==> src/rtl/led_scan_pkg.sv <==
// Shared types and constants for the LED scan scheduler and its 74HC595 serializer.
package led_scan_pkg;

    localparam int ROWS      = 8;
    localparam int COLS      = 8;
    localparam int SUBFRAMES = 4;
    localparam int LINE_W    = 16;

    typedef logic [1:0]            level_t;
    typedef logic [LINE_W-1:0]     line_t;
    typedef level_t [COLS-1:0]     row_t;

    typedef enum logic [1:0] {
        IDLE  = 2'd0,
        SHIFT = 2'd1,
        LATCH = 2'd2
    } shift_state_t;

    // Row select is active low in the upper byte; a column is lit while its level exceeds the subframe.
    function automatic line_t build_line(input logic [2:0] row, input logic [1:0] sf,
                                         input row_t lv, input logic blank_i);
        line_t w;
        w[15:8] = ~(8'd1 << row);
        for (int i = 0; i < COLS; i++) begin
            w[i] = (lv[i] > sf);
        end
        if (blank_i) begin
            w = 16'hFF00;
        end
        return w;
    endfunction

endpackage

==> src/rtl/hc595_shifter.sv <==
// Serializer for one 16-bit line word: 32 half-period ticks of sclk, then a latch pulse on rclk.
module hc595_shifter
    import led_scan_pkg::*;
#(
    parameter int SCLK_DIV = 801
) (
    input  logic  clk,
    input  logic  _rst,
    input  line_t line_data,
    input  logic  line_valid,
    output logic  line_ready,
    output logic  sclk,
    output logic  rclk,
    output logic  serial_data
);

    localparam int DIV_W = (SCLK_DIV > 2) ? $clog2(SCLK_DIV) : 1;
    localparam logic [DIV_W-1:0] DIV_MAX = DIV_W'(SCLK_DIV - 1);

    shift_state_t     r_state, w_state_n;
    logic [DIV_W-1:0] r_div, w_div_n;
    logic [5:0]       r_cnt, w_cnt_n;
    line_t            r_sh, w_sh_n;
    logic             r_sclk, w_sclk_n;
    logic             r_rclk, w_rclk_n;
    logic             r_sd, w_sd_n;
    logic             w_tick;

    always_ff @(posedge clk) begin
        if (!_rst) begin
            r_state <= IDLE;
            r_div   <= '0;
            r_cnt   <= '0;
            r_sh    <= '0;
            r_sclk  <= 1'b0;
            r_rclk  <= 1'b0;
            r_sd    <= 1'b0;
        end else begin
            r_state <= w_state_n;
            r_div   <= w_div_n;
            r_cnt   <= w_cnt_n;
            r_sh    <= w_sh_n;
            r_sclk  <= w_sclk_n;
            r_rclk  <= w_rclk_n;
            r_sd    <= w_sd_n;
        end
    end

    // r_cnt holds the number of ticks already taken, so the current tick number is r_cnt+1.
    always_comb begin
        w_state_n = r_state;
        w_div_n   = r_div;
        w_cnt_n   = r_cnt;
        w_sh_n    = r_sh;
        w_sclk_n  = r_sclk;
        w_rclk_n  = r_rclk;
        w_sd_n    = r_sd;
        w_tick    = (r_div == DIV_MAX);
        case (r_state)
            IDLE: begin
                if (line_valid) begin
                    w_state_n = SHIFT;
                    w_div_n   = '0;
                    w_cnt_n   = '0;
                    w_sh_n    = line_data;
                end
            end
            SHIFT: begin
                w_div_n = w_tick ? '0 : r_div + 1'b1;
                if (w_tick) begin
                    w_cnt_n = r_cnt + 6'd1;
                    if (!r_cnt[0]) begin
                        w_sd_n   = r_sh[LINE_W-1];
                        w_sh_n   = {r_sh[LINE_W-2:0], 1'b0};
                        w_sclk_n = 1'b0;
                    end else begin
                        w_sclk_n = 1'b1;
                    end
                    if (r_cnt == 6'd31) begin
                        w_state_n = LATCH;
                    end
                end
            end
            LATCH: begin
                w_div_n = w_tick ? '0 : r_div + 1'b1;
                if (w_tick) begin
                    w_cnt_n = r_cnt + 6'd1;
                    if (r_cnt == 6'd32) begin
                        w_sclk_n = 1'b0;
                        w_rclk_n = 1'b1;
                    end else begin
                        w_rclk_n  = 1'b0;
                        w_state_n = IDLE;
                    end
                end
            end
            default: begin
                w_state_n = IDLE;
            end
        endcase
    end

    assign line_ready  = (r_state == IDLE);
    assign sclk        = r_sclk;
    assign rclk        = r_rclk;
    assign serial_data = r_sd;

endmodule

==> src/rtl/led_scan_scheduler.sv <==
// Double-buffered 8x8 2-bit frame scanned as 32 line words per frame; swaps only at frame boundaries.
module led_scan_scheduler
    import led_scan_pkg::*;
#(
    parameter int SCLK_DIV = 801
) (
    input  logic       clk,
    input  logic       _rst,
    input  logic       wr_en,
    input  logic [2:0] wr_row,
    input  logic [2:0] wr_col,
    input  level_t     wr_level,
    input  logic       swap_req,
    input  logic       blank,
    output logic       swap_pending,
    output logic       swap_ack,
    output logic       frame_start,
    output logic       sclk,
    output logic       rclk,
    output logic       _srclr,
    output logic       serial_data
);

    row_t       r_buf0 [ROWS];
    row_t       r_buf1 [ROWS];
    logic       r_sel;
    logic [4:0] r_li;
    line_t      r_line;
    logic       r_valid;
    logic       r_pend;
    logic       r_ack;
    logic       r_fs;
    logic       r_srclr;

    logic       w_ready;
    logic       w_accept;
    logic       w_do_swap;
    logic [2:0] w_row;
    logic [1:0] w_sf;
    row_t       w_front_row;

    assign w_row       = r_li[2:0];
    assign w_sf        = r_li[4:3];
    assign w_front_row = r_sel ? r_buf1[w_row] : r_buf0[w_row];
    assign w_accept    = r_valid & w_ready;
    assign w_do_swap   = w_accept & (r_li == 5'd31) & (r_pend | swap_req);

    // r_li indexes the word held in r_line; it moves on at acceptance and the next word is built one cycle later.
    always_ff @(posedge clk) begin
        if (!_rst) begin
            for (int r = 0; r < ROWS; r++) begin
                r_buf0[r] <= '0;
                r_buf1[r] <= '0;
            end
            r_sel   <= 1'b0;
            r_li    <= '0;
            r_line  <= '0;
            r_valid <= 1'b0;
            r_pend  <= 1'b0;
            r_ack   <= 1'b0;
            r_fs    <= 1'b0;
            r_srclr <= 1'b0;
        end else begin
            r_srclr <= 1'b1;
            r_ack   <= w_do_swap;
            r_fs    <= w_accept & (r_li == 5'd0);
            if (w_accept) begin
                r_li    <= r_li + 5'd1;
                r_valid <= 1'b0;
            end else if (!r_valid) begin
                r_line  <= build_line(w_row, w_sf, w_front_row, blank);
                r_valid <= 1'b1;
            end
            if (w_do_swap) begin
                r_sel  <= ~r_sel;
                r_pend <= 1'b0;
            end else if (swap_req) begin
                r_pend <= 1'b1;
            end
            // Writes use the pre-swap select, so a write in the swap cycle lands in the new front.
            if (wr_en) begin
                if (r_sel) begin
                    r_buf0[wr_row][wr_col] <= wr_level;
                end else begin
                    r_buf1[wr_row][wr_col] <= wr_level;
                end
            end
        end
    end

    hc595_shifter #(
        .SCLK_DIV(SCLK_DIV)
    ) u_shifter (
        .clk        (clk),
        ._rst       (_rst),
        .line_data  (r_line),
        .line_valid (r_valid),
        .line_ready (w_ready),
        .sclk       (sclk),
        .rclk       (rclk),
        .serial_data(serial_data)
    );

    assign swap_pending = r_pend;
    assign swap_ack     = r_ack;
    assign frame_start  = r_fs;
    assign _srclr       = r_srclr;

endmodule

==> config.mk <==
export PLATFORM = sky130hd
export DESIGN_NAME = led_scan_scheduler
export DESIGN_NICKNAME = d
export VERILOG_FILES = /design/src/rtl/led_scan_pkg.sv /design/src/rtl/hc595_shifter.sv /design/src/rtl/led_scan_scheduler.sv
export SDC_FILE = /design/constraint.sdc
export NUM_CORES = 1
export LEC_CHECK = 0
export CORE_ASPECT_RATIO = 0.6
export CORE_MARGIN = 5
export CORE_UTILIZATION = 61
export CTS_CLUSTER_SIZE = 8
export DETAILED_ROUTE_END_ITERATION = 7
export GPL_TIMING_DRIVEN = 0
export PLACE_DENSITY = 0.78
export RECOVER_POWER = 50
export SLEW_MARGIN = 15
export SYNTH_ARGS = -nofsm -noshare
export SYNTH_HDL_FRONTEND = slang
export SYNTH_SLANG_ARGS = --single-unit
==> constraint.sdc <==
create_clock -name clk -period 6.57 [get_ports clk]
set_input_delay 1.971 -clock clk [delete_from_list [all_inputs] [get_ports clk]]
set_output_delay 1.971 -clock clk [all_outputs]
set_load 0.05 [all_outputs]
==> impl_metrics.ini, run 1 <==
[outcome]
status = finished, final reports clean

[critical_path]
critPathMaxFanout = 10
crit_type = in -> reg
reg2reg_depth = 8
reg2reg_slack_ns = 2.60
crit_path_start_kind = primary input
required_ns = 6.76
crit_path_end_kind = register
cp_data_arrival_time_ns = 4.92
crit-reg2reg-capture = r_line[7]

[clock_network]
cts_buffers = 46
cts_sinks = 323
clock_latency_ns = 0.56
cts_resized = 0
cts.htree.levels = 2
cts-root-buf = clkbuf_16
clk_pin_slew_ns = 0.05
cts_setup_buffers = 0
cts_buffer_depth = 3
cts_hold_buf = 0
cts_tree = done

[logic_synthesis]
synth_flop_cell = edfxtp_1
syn_area_mm2 = 0.01522
synth-seq-cells = 323
synth_top_family_by_area = multiplexers
synth_edf_count = 256
synth_compound_area_frac = 0.07729
synthSimpleGateAreaFrac = 0.1189
synth_most_common_cell = nor2_1
synth-xor-area-share = 0.009209
ys_seq_area_frac = 0.5933
synth.top_cell.area_share = 0.5052
synth-async-reset-ratio = 0
synth.distinct_cells = 47
synthAdderAreaFrac = 0.02631
synth_top_area_cell = edfxtp_1
syn-num-nets = 1284
synth.area.top_cells = edfxtp_1 (51%), dfxtp_1 (8.8%), mux4_2 (8.6%)
synth_mux_area_frac = 0.1376
synth_warnings = 0
synth_area_per_cell_um2 = 12.28
syn_inst = 1239
ys_top_cells_by_count = nor2_1 (282), edfxtp_1 (256), o21ai_0 (149)

[routing]
dr.pass1.iters = 6
ant_nets = 0
drt-vias-per-instance = 6.918
avgRoutedWirePerCell_um = 29.04
drt_iter0_drc = 1932
wirelength_um = 47690
drc = 0
vias = 11360

[sta]
slew_viol_final = 0
period_minus_slack_ns = 4.727
rsz0062_at_grt = no
worst_pin_slew_ns = 1.256
setup_viol = 0
hold_viol_final = 0
period_share = 0.7195
fmax_mhz = 211.5
clock_skew_ns = 0.02136
max-slew-margin-rel = 0.1624
finalSetupTns_ns = 0

[place]
place_hpwl_um = 32940
numPortBuffers = 17
dp_cells = 1578
dpl_cell_area_mm2 = 0.01579
gp_congestion = 1.020

[die]
ios = 20
rows = 44
start_util = 0.6239
dieArea_mm2 = 0.02831
die_w_um = 213.9
chipHeight_um = 132.3
fp.coreArea_mm2 = 0.02439

[global_route]
grt_max_degree = 12
grt_pass1_wl_um = 69520
antenna_found_initial = 0
first_global_vias = 10880
track_usage = 0.3348
grt-ovfl-total = 0

[power_and_ir_drop]
power_density_mw_per_mm2 = 332.5
irDropWorstVdd_mv = 0.2063
power_leakage_uw = 0.005722

[final_layout]
fin_area_mm2 = 0.01704
diodes = 0
nNetsFinal = 1349
post-route-util = 0.6986
fin_cells = 1642
drive_above_1_share = 0.09621
fill_cells = 1728
syn_to_final_growth_pct = 11.96

[min_path]
hold-path-endpoint = u_shifter.r_sh[0]
worst_hold_startpoint = u_shifter.r_sh[0]
min_path_type = reg -> reg
whs_path_depth = 2

[job]
maxCapViolCount = 0
-- placed cells by master (no fill, tap or decap), types with 23 or more instances in the layout --
master | synthesis | layout
ha_1 | 32 | 32
nand2_1 | 69 | 69
dfxtp_1 | 67 | 67
inv_1 | 23 | 23
nor2_1 | 282 | 282
edfxtp_1 | 256 | 256
mux4_2 | 58 | 58
o21ai_0 | 149 | 149
clkbuf_16 | 0 | 47
clkbuf_1 | 90 | 108
-- layout make-up --
cell class | count | area, µm² | share of cell area
sequential | 323 | 9029 | 0.5299
multi-input combinational | 779 | 5620 | 0.3299
clock buffer | 62 | 1232 | 0.07234
buffer | 114 | 480.5 | 0.02820
tap | 322 | 402.9 | 0.02365
timing repair buffer | 17 | 170.2 | 0.009987
inverter | 23 | 86.33 | 0.005067
clock inverter | 2 | 16.27 | 0.0009547
-- registers in the layout (all words and copies together), names as in the netlist, named ones only --
register	cells
r_buf1	128
u_shifter.r_state	2
swap_pending	1
u_shifter.r_cnt	6
u_shifter.rclk	1
_srclr	1
r_sel	1
r_valid	1
u_shifter.serial_data	1
frame_start	1
u_shifter.r_div	10
u_shifter.r_sh	16
r_line	16
swap_ack	1
r_buf0	128
r_li	5
u_shifter.sclk	1
-- critical path, stage by stage --
cell           delay [ns]
dlygate4sd3_1        0.76
nand2_1              0.14
nor3_1               0.83
nand2_1              0.43
clkbuf_1             0.37
o21ai_0              0.41
-- where the power goes --
part,switching [µW],internal [µW],total [µW]
Combinational,655,452,1110
Clock,852,1280,2130
Sequential,73.3,2350,2420
Total,1580,4080,5660
-- through the flow --
stage	power (µW)	setup WS [ns]	hold slack, ns
3_5_place_dp	3527	1.672	0.4601
5_1_grt	5812	1.983	0.4994
3_3_place_gp	3491	1.780	0.4443
2_1_floorplan	3174	3.198	0.4356
6_report	5665	1.843	0.4671
4_1_cts	5615	2.180	0.4668
-- layer usage --
layer	global-route usage	routed length, µm	share of wire	up-vias
li1	-	-	-	4640
met2	0.4522	18860	0.40	1070
met4	0.1244	2041	0.043	0
met3	0.1529	9084	0.19	191
met1	0.4792	17710	0.37	5459
met5	0	0	0	-
-- worst max-delay path by stage --
stage                          from       endpoint  slack [ns]  cells past startpoint
final                          _rst   r_buf0[5][1]        1.84                      6
after CTS                      _rst   r_buf0[5][1]        2.18                      6
after detailed placement       _rst   r_buf0[3][4]        1.67                      6
after floorplan           wr_row[1]  r_buf0[2][12]        3.20                      4
after global placement         _rst   r_buf0[5][1]        1.78                      6
after global routing           _rst   r_buf0[3][4]        1.98                      6
-- cells by family (layout without fill, tap and decap cells) --
logic type / Yosys count / in the layout
simple gates: 425 / 425
flops: 323 / 323
compound gates: 205 / 205
buf+inv: 137 / 218
mux: 101 / 101
fa+ha+maj: 32 / 32
xor+xnor: 16 / 16
Power figures use the tool's default switching activity.
==> run 2, diff against run 1 <==
==> constraint.sdc (replaced) <==
create_clock -name clk -period 4.6 [get_ports clk]
set_input_delay 1.38 -clock clk [delete_from_list [all_inputs] [get_ports clk]]
set_output_delay 1.38 -clock clk [all_outputs]
set_load 0.05 [all_outputs]
==> impl_metrics.ini, run 2 (synthesis gave the netlist of run 1 again) <==
[clock_network]
cts_sinks = 323
cts-root-buf = clkbuf_16
cts_setup_buffers = 0
clk_pin_slew_ns = 0.05
cts_buffers = 46
cts_buffer_depth = 3
cts_resized = 0
cts_hold_buf = 0
cts.htree.levels = 2
clock_latency_ns = 0.56
cts_tree = done

[critical_path]
crit_path_start_kind = primary input
critPathMaxFanout = 10
required_ns = 4.79
crit_path_end_kind = register
cp_data_arrival_time_ns = 4.30
crit_type = in -> reg

[power_and_ir_drop]
p_sw_uw = 2258
power_leakage_uw = 0.005722
power_uw = 8091
power_density_mw_per_mm2 = 474.9
comb_power_share = 0.195
irDropWorstVdd_mv = 0.2946
clkPwrFrac = 0.377
p_seq_frac = 0.428
internal-power_uw = 5833
swShare = 0.2790

[global_route]
grt-ovfl-total = 0
first_global_vias = 10880
antenna_found_initial = 0
grt_max_degree = 12
track_usage = 0.3348
grt_pass1_wl_um = 69520

[sta]
setup_viol = 0
period_share = 0.8935
worst_pin_slew_ns = 1.247
finalSetupTns_ns = 0
slew_viol_final = 0
rsz0062_at_grt = no
period_minus_slack_ns = 4.110
clock_skew_ns = 0.02291
fmax_mhz = 243.3
max-slew-margin-rel = 0.1686
fin_ws_ns = 0.4897
hold_viol_final = 0

[routing]
drc = 0
drt-vias-per-instance = 6.912
ant_nets = 0
vias = 11350
drt_iter0_drc = 1928
dr.pass1.iters = 6
dr_wl_met3_um = 9030
wirelength_um = 47680
dr_wl_met2_um = 18920
wirelength_met1_um = 17770
highest_layer = met4
avgRoutedWirePerCell_um = 29.04

[final_layout]
drive_above_1_share = 0.09621
syn_to_final_growth_pct = 11.96
fill_cells = 1728
nNetsFinal = 1349
layout_commonest_cell = nor2_1
reg.largest.list = r_buf0 x128, r_buf1 x128
fin_area_mm2 = 0.01704
post-route-util = 0.6986
diodes = 0
final_cell_mix = nor2_1 (282), edfxtp_1 (256), o21ai_0 (149)

[min_path]
min_path_type = reg -> reg

[die]
ios = 20
start_util = 0.6239
rows = 44
die_w_um = 213.9
dieArea_mm2 = 0.02831
chipHeight_um = 132.3
fp.coreArea_mm2 = 0.02439

[place]
gp_congestion = 1.020
place_hpwl_um = 32940
dp_slack_ns = 0.2929
numPortBuffers = 17
dpl_cell_area_mm2 = 0.01579

[job]
maxCapViolCount = 0

[outcome]
status = finished, final reports clean
-- run 2: cell count changes in the layout (fill, tap and decap cells not counted), sizes merged --
cell	previous run	this run
clkbuf	155	153
buf	21	23
-- run 2: routing by layer --
metal / vias up / track usage
met5: - / 0
met4: 0 / 0.1244
met3: 175 / 0.1529
met2: 1081 / 0.4522
met1: 5459 / 0.4792
li1: 4635 / -
-- run 2: path summary, 6_finish.rpt --
path | slack, ns | cells past startpoint | endpoint | start
hold reg to reg | 0.47 | 2 | u_shifter.r_sh[0] | u_shifter.r_sh[0]
hold / removal | 0.47 | 2 | u_shifter.r_sh[0] | u_shifter.r_sh[0]
setup reg to reg | 0.66 | 8 | r_line[4] | register
setup / recovery | 0.49 | 6 | r_buf0[5][1] | _rst
-- run 2: stage by stage --
step                hold WS [ns]  std cells
global placement          0.4443       1578
CTS                       0.4668       1642
global route              0.4994       1642
finish                    0.4673       1642
floorplan                 0.4356       1239
detailed placement        0.4601       1578
-- run 2: layout make-up --
type / instances / area (µm²) / share of cell area
plain buffers: 114 / 480.5 / 0.02820
repair buffers: 17 / 170.2 / 0.009987
flip-flops and latches: 323 / 9029 / 0.5299
inverters: 23 / 86.33 / 0.005067
well taps: 322 / 402.9 / 0.02365
multi-input cells: 779 / 5620 / 0.3299
clock inverters: 2 / 16.27 / 0.0009547
clock buffers: 62 / 1232 / 0.07234
-- run 2: power groups by stage --
stage / Clock, µW / Sequential [µW] / Combinational, µW
final: 3050 / 3460 / 1580
after global routing: 3160 / 3480 / 1660
after CTS: 3030 / 3460 / 1540
after detailed placement: 0 / 3510 / 1530
after global placement: 0 / 3500 / 1490
after floorplan: 0 / 3480 / 1050
-- run 2: critical path: stages --
cell           delay, ns
dlygate4sd3_1       0.76
nand2_1             0.14
nor3_1              0.81
nand2_1             0.43
clkbuf_1            0.37
o21ai_0             0.41
==> run 3, diff against run 2 <==
--- a/config.mk
+++ b/config.mk
@@ -13,6 +13,8 @@
 export GPL_TIMING_DRIVEN = 0
 export PLACE_DENSITY = 0.78
 export RECOVER_POWER = 50
+export REMOVE_ABC_BUFFERS = 1
+export SKIP_CTS_REPAIR_TIMING = 1
 export SLEW_MARGIN = 15
 export SYNTH_ARGS = -nofsm -noshare
 export SYNTH_HDL_FRONTEND = slang
==> impl_metrics.ini, run 3 (synthesis gave the netlist of run 1 again) <==
[outcome]
status = finished, final reports clean

[critical_path]
crit_path_start_kind = primary input
critPathMaxFanout = 127
crit_path_end_kind = register
crit_type = in -> reg
required_ns = 4.79
reg2reg_depth = 7
cp_data_arrival_time_ns = 4.08

[die]
fp.coreArea_mm2 = 0.02439
die_w_um = 213.9
dieArea_mm2 = 0.02831
chipHeight_um = 132.3
ios = 20
rows = 44
start_util = 0.6239

[final_layout]
nNetsFinal = 1242
fin_area_mm2 = 0.01674
drive_above_1_share = 0.1020
reg.largest.list = r_buf0 x128, r_buf1 x128
diodes = 0
syn_to_final_growth_pct = 10.03
layout_commonest_cell = nor2_1
final_cell_mix = nor2_1 (282), edfxtp_1 (256), o21ai_0 (149)

[global_route]
first_global_vias = 9736
grt-ovfl-total = 0
grt_pass1_wl_um = 56960
track_usage = 0.2607
antenna_found_initial = 0
grt_max_degree = 128

[routing]
drt-vias-per-instance = 6.521
vias = 10030
drt_iter0_drc = 1301
wirelength_um = 37200
drc = 0
ant_nets = 0
avgRoutedWirePerCell_um = 24.19
dr.pass1.iters = 5

[place]
dp_slack_ns = 0.1904
numPortBuffers = 19
dpl_cell_area_mm2 = 0.01544
gp_congestion = 0.8116
place_hpwl_um = 21760

[min_path]
whs_path_depth = 2
min_path_type = reg -> reg

[power_and_ir_drop]
power_uw = 7951
internal-power_uw = 5873
comb_power_share = 0.160
power_leakage_uw = 0.005611
clkPwrFrac = 0.394
irDropWorstVdd_mv = 0.4095
p_sw_uw = 2078
swShare = 0.2613
power_density_mw_per_mm2 = 474.9
p_seq_frac = 0.447

[clock_network]
cts_buffer_depth = 3
cts-root-buf = clkbuf_16
cts_sinks = 323
cts.htree.levels = 2
cts_buffers = 46
cts_tree = done
clock_latency_ns = 0.55
clk_pin_slew_ns = 0.05

[job]
maxCapViolCount = 0

[sta]
fin_ws_ns = 0.7042
setup_viol = 0
worst_pin_slew_ns = 1.394
period_minus_slack_ns = 3.896
hold_viol_final = 0
fmax_mhz = 256.7
period_share = 0.8469
rsz0062_at_grt = no
slew_viol_final = 0
clock_skew_ns = 0.01698
max-slew-margin-rel = 0.07070
hold_slack_ns = 0.4614
[run 3: cell count changes in the layout (fill, tap and decap cells not counted), moves of 3 or more]
cell / change
buf_4: -3
clkbuf_1: -89
dfxtp_1: -3
buf_2: -6
clkdlybuf4s50_1: +5
dlygate4sd3_1: -4
buf_1: -10
[run 3: path summary, 6_finish.rpt]
check / from / to / slack [ns]
min reg2reg: r_line[7] / r_line[7] / 0.46
min: r_line[7] / r_line[7] / 0.46
max reg2reg: register / r_line[1] / 0.89
max: _rst / r_buf0[0][13] / 0.70
[run 3: area by class of cell]
type                    instances  area (µm²)
clock buffers                  66        1290
repair buffers                 24       301.5
fillers                      1675        7645
well taps                     322       402.9
flip-flops and latches        323        9035
inverters                      23       86.33
clock inverters                 1       7.507
multi-input cells             779        5620
[run 3: power groups by stage]
stage | Clock (µW) | Combinational [µW] | Sequential, µW
after floorplan | 0 | 883 | 3590
after global placement | 0 | 1170 | 3670
after detailed placement | 0 | 1250 | 3610
after CTS | 3130 | 1270 | 3560
after global routing | 3270 | 1380 | 3580
final | 3130 | 1270 | 3550
[run 3: metal layers]
metal / vias to the layer above / track usage / share of wire
li1: 4408 / - / -
met3: 80 / 0.08217 / 0.13
met1: 4859 / 0.3734 / 0.40
met4: 0 / 0.08402 / 0.026
met5: - / 0 / 0
met2: 683 / 0.3871 / 0.45
[run 3: critical path: stages]
cell and delay, ns:
buf_6 0.32, buf_16 0.40, nand2_1 0.13, nor3_1 0.44
nand3_1 0.74, o21ai_0 0.58
[run 3: through the flow]
step | instances | util | setup TNS, ns
floorplan | 1125 | - | 0
global placement | 1466 | 0.6285 | -1917.97
detailed placement | 1470 | 0.6333 | 0
CTS | 1537 | 0.6865 | 0
global route | 1538 | 0.6865 | 0
finish | 1538 | 0.6865 | 0
